<file path="src/rtl/kamikaze_ibuf.sv">
// kamikaze_ibuf: fetch-to-decode instruction queue.
// First-word fall-through circular buffer with flush.
module kamikaze_ibuf #(
  parameter int DEPTH = 4
) (
  input  logic                     clk_i,
  input  logic                     rst_i,
  input  logic [31:0]              instr_i,
  input  logic                     instr_valid_i,
  input  logic                     is_compressed_instr_i,
  input  logic [31:0]              pc_i,
  output logic                     stall_o,
  input  logic                     flush_i,
  output logic [31:0]              instr_o,
  output logic [31:0]              pc_o,
  output logic                     is_compressed_instr_o,
  output logic                     instr_valid_o,
  input  logic                     instr_ready_i,
  output logic [$clog2(DEPTH):0]   count_o
);

  localparam int AW = $clog2(DEPTH);
  localparam int CW = AW + 1;
  localparam logic [CW-1:0] FULL = CW'(DEPTH);

  typedef struct packed {
    logic [31:0] instr;
    logic [31:0] pc;
    logic        cmp;
  } entry_t;

  entry_t        mem [DEPTH];
  entry_t        head;
  logic [AW-1:0] wptr;
  logic [AW-1:0] rptr;
  logic [CW-1:0] cnt;
  logic          full;
  logic          empty;
  logic          push;
  logic          pop;

  assign full  = (cnt == FULL);
  assign empty = (cnt == '0);
  assign push  = instr_valid_i && !full && !flush_i;
  assign pop   = !empty && instr_ready_i && !flush_i;

  always_ff @(posedge clk_i or negedge rst_i) begin
    if (!rst_i) begin
      wptr <= '0;
      rptr <= '0;
      cnt  <= '0;
    end else if (flush_i) begin
      wptr <= '0;
      rptr <= '0;
      cnt  <= '0;
    end else begin
      if (push) wptr <= wptr + 1'b1;
      if (pop)  rptr <= rptr + 1'b1;
      unique case ({push, pop})
        2'b10:   cnt <= cnt + 1'b1;
        2'b01:   cnt <= cnt - 1'b1;
        default: cnt <= cnt;
      endcase
    end
  end

  // Storage is never reset; outputs are masked while empty.
  always_ff @(posedge clk_i) begin
    if (push) begin
      mem[wptr] <= '{instr: instr_i,
                     pc:    pc_i,
                     cmp:   is_compressed_instr_i};
    end
  end

  assign head = mem[rptr];

  assign stall_o               = full;
  assign count_o               = cnt;
  assign instr_valid_o         = !empty;
  assign instr_o               = empty ? '0 : head.instr;
  assign pc_o                  = empty ? '0 : head.pc;
  assign is_compressed_instr_o = empty ? 1'b0 : head.cmp;

endmodule

</file>
<file path="config.mk">
export PLATFORM = sky130hd
export DESIGN_NAME = kamikaze_ibuf
export DESIGN_NICKNAME = d
export VERILOG_FILES = /design/src/rtl/kamikaze_ibuf.sv
export SDC_FILE = /design/constraint.sdc
export NUM_CORES = 1
export LEC_CHECK = 0
export ABC_CLOCK_PERIOD_IN_PS = 3200
export CAP_MARGIN = 20
export CORE_MARGIN = 5
export CORE_UTILIZATION = 55
export CTS_CLUSTER_DIAMETER = 60
export DETAILED_ROUTE_END_ITERATION = 6
export GPL_TIMING_DRIVEN = 1
export PLACE_DENSITY = 0.8
export SLEW_MARGIN = 20
export SYNTH_ARGS = -nofsm -noshare
export SYNTH_HDL_FRONTEND = slang
export SYNTH_SLANG_ARGS = --single-unit
</file>
<file path="constraint.sdc">
create_clock -name clk_i -period 3.2 [get_ports clk_i]
set_input_delay 0.64 -clock clk_i [delete_from_list [all_inputs] [get_ports clk_i]]
set_output_delay 0.64 -clock clk_i [all_outputs]
set_load 0.05 [all_outputs]
</file>
==> impl_metrics.toml <==
[drt]
routed_wl_mm = 19.3
wl_per_cell_um = 21.6
viasPerCell = 5.60
drtAntennaViolNets = 0
drt_iter0_markers = 277
num_vias = 5014
firstDrtPassIters = 4
drc_errors = 0

[final_layout]
stdcell_count = 895
areaGrowthSynthToFinish_pct = 24.2
antenna_cells = 0
drive_gt1_share_pct = 26.2
final_nets = 719

[global_route]
grt_first_pass_wirelength_mm = 31.0
antenna_found_initial = 0
grt-ovfl-total = 0
grt_max_degree = 36
grt_pass1_vias = 5460
grt_usage_pct = 18.3

[clocking]
cts_made_buffers = 26
cts.path.max_buffers = 3
cts.reportedPaths.clkPinSlew_ns = 0.06
worst_skew_pair.late_latency_ns = 0.51
cts_tree = "built"
cts_sinks = 267
htreeDepth = 1
cts_root_buf = "clkbuf_16"

[timing]
setup_viol = 0
slew_viol_final = 0
fmax_ghz = 0.329
fin_crit_sh_pct = 94.8
tns_ns = 0
maxSlewHeadroom_pct = 59.8
clock_skew_ns = 0.00940
final_hold_viol_count = 0
rsz0062_at_grt = "no"
min_period_ns = 3.03
worst_pin_slew_ns = 0.597

[die]
initial_core_util_pct = 55.8
die-area_um2 = 21800
ios = 140
core_area_um2 = 18600
rows = 50
die_w_um = 148
die_h_um = 148

[yosys]
yosysTopAreaCell = "edfxtp_1"
syn_area_um2 = 10400
synth-edff-count = 260
yosysUniqueCellTypes = 34
async_reset_ff_share_pct = 2.62
avgSynthCellArea_um2 = 21.7
synth_common_cells = "edfxtp_1, and2_1, mux4_2"
synth_ff_type = "edfxtp_1"
synth_most_common_cell = "edfxtp_1"
ys_seq_area_share_pct = 76.7
synth.area.top_cells = "edfxtp_1, mux4_2, and2_1, dfrtp_1, buf_12"
ys_ff_latch = 267
synth_nets = 554
synthCells = 479
netlist.area_leader.share_pct = 75.0
yosys_warnings = 0

[worst_hold_path]
min_path_type = "input pin to async pin"

[placement]
dp_cells = 842
place_hpwl_mm = 12.0
place.gp.congestion = 0.758
port_buffers = 139

[pwr]
ir_worst_vdd_mv = 0.509
power_density_nw_per_um2 = 671
leakagePower_nw = 4.37

[worst_setup_path]
critPathLaunchType = "flop"
worst_setup_path_end_kind = "primary output"
critical_path.max_fanout = 11
r2r_cells = 8
critPathKind = "flop to primary output"
arrival_ns = 2.39
cp.required_ns = 2.56

[status]
outcome = "completed"

[job]
cap_violations = 0
[worst max-delay path, stage by stage, from the launching register on]
cell	delay (ns)
dfrtp_4	0.53
buf_4	0.19
buf_4	0.24
mux4_2	0.53
and2_1	0.20
buf_4	0.19
[timing repair]
action | 4_1_cts | 5_1_grt
setup endpoints to repair | 53 | 44
resized for setup | 27 | 1
pin swaps | 0 | 0
hold buffers | 0 | 0
setup buffers | 0 | 8
[through the flow]
step	cell area [µm²]	utilization [%]	total power [mW]	hold slack, ns	setup WS (ns)
5_1_grt	12900	69.3	9.02	0.421	0.0397
4_1_cts	12900	69.0	8.75	0.402	0.000801
3_5_place_dp	12100	64.7	5.84	0.601	0.239
3_3_place_gp	12100	64.7	5.80	0.559	0.359
6_report	12900	69.3	8.67	0.412	0.165
2_1_floorplan	10400	-	5.28	0.344	0.414
[registers in the layout (all words and copies together) (netlist names)]
| register | flops |
|---|---|
| rptr | 2 |
| mem | 260 |
| count_o | 3 |
| wptr | 2 |
[layout make-up]
class                      count  area, µm²
inverter                       4       15.0
clock inverter                12        133
clock buffer                  33        698
fill                        1180       5720
timing repair buffer         164       1570
tap                          234        293
multi-input combinational    181       2230
sequential                   267       7990
[cell families (layout without fill, tap and decap cells)]
group	count (synthesis)	in the layout	share of synthesized area (%)
buffers and inverters	31	213	2.03
muxes	67	67	14.3
AOI/OAI and AO/OA	16	16	0.962
adders and majority gates	5	5	0.673
and+or+nand+nor	90	90	5.14
xor gates and xnor gates	3	3	0.252
DFF	267	267	76.7
[path summary, 6_finish.rpt]
kind / startpoint / end / slack [ns]
setup / recovery: rptr[0] / pc_o[19] / 0.17
hold / removal: rst_i / rptr[0] / 0.41
setup reg to reg: count_o[1] / count_o[1] / 0.40
hold reg to reg: wptr[1] / wptr[1] / 0.61
max in group asynchronous: rst_i / rptr[1] / 2.48
min in group clk_i: wptr[1] / wptr[1] / 0.61
[cells in the final DEF (no fill, tap or decap), drive strengths merged, types with 2 or more instances in the layout]
cell type	n
ha	4
bufinv	3
clkdlybuf4s50	74
dlygate4sd2	25
inv	4
edfxtp	260
nor3b	2
nor2	11
nand2b	2
clkinv	8
clkbuf	33
a21oi	5
and2	70
nand2	2
xor2	2
buf	65
mux4	65
dfrtp	7
o21ai	4
[metal layers]
layer / GRT usage (%) / part of all wire [%] / up-vias
met3: 3.07 / 4.8 / 27
li1: - / - / 2267
met4: 4.89 / 1.8 / 0
met1: 25.9 / 42 / 2574
met5: 0 / 0 / -
met2: 30.1 / 51 / 146
[where the power goes]
group,leakage [nW],switching [mW],internal [mW],total [mW]
registers,2.45,0.0566,3.97,4.03
logic,1.52,1.05,0.648,1.70
clock network,0.404,1.17,1.77,2.94
Note: power is estimated with default switching activity, not from simulation.
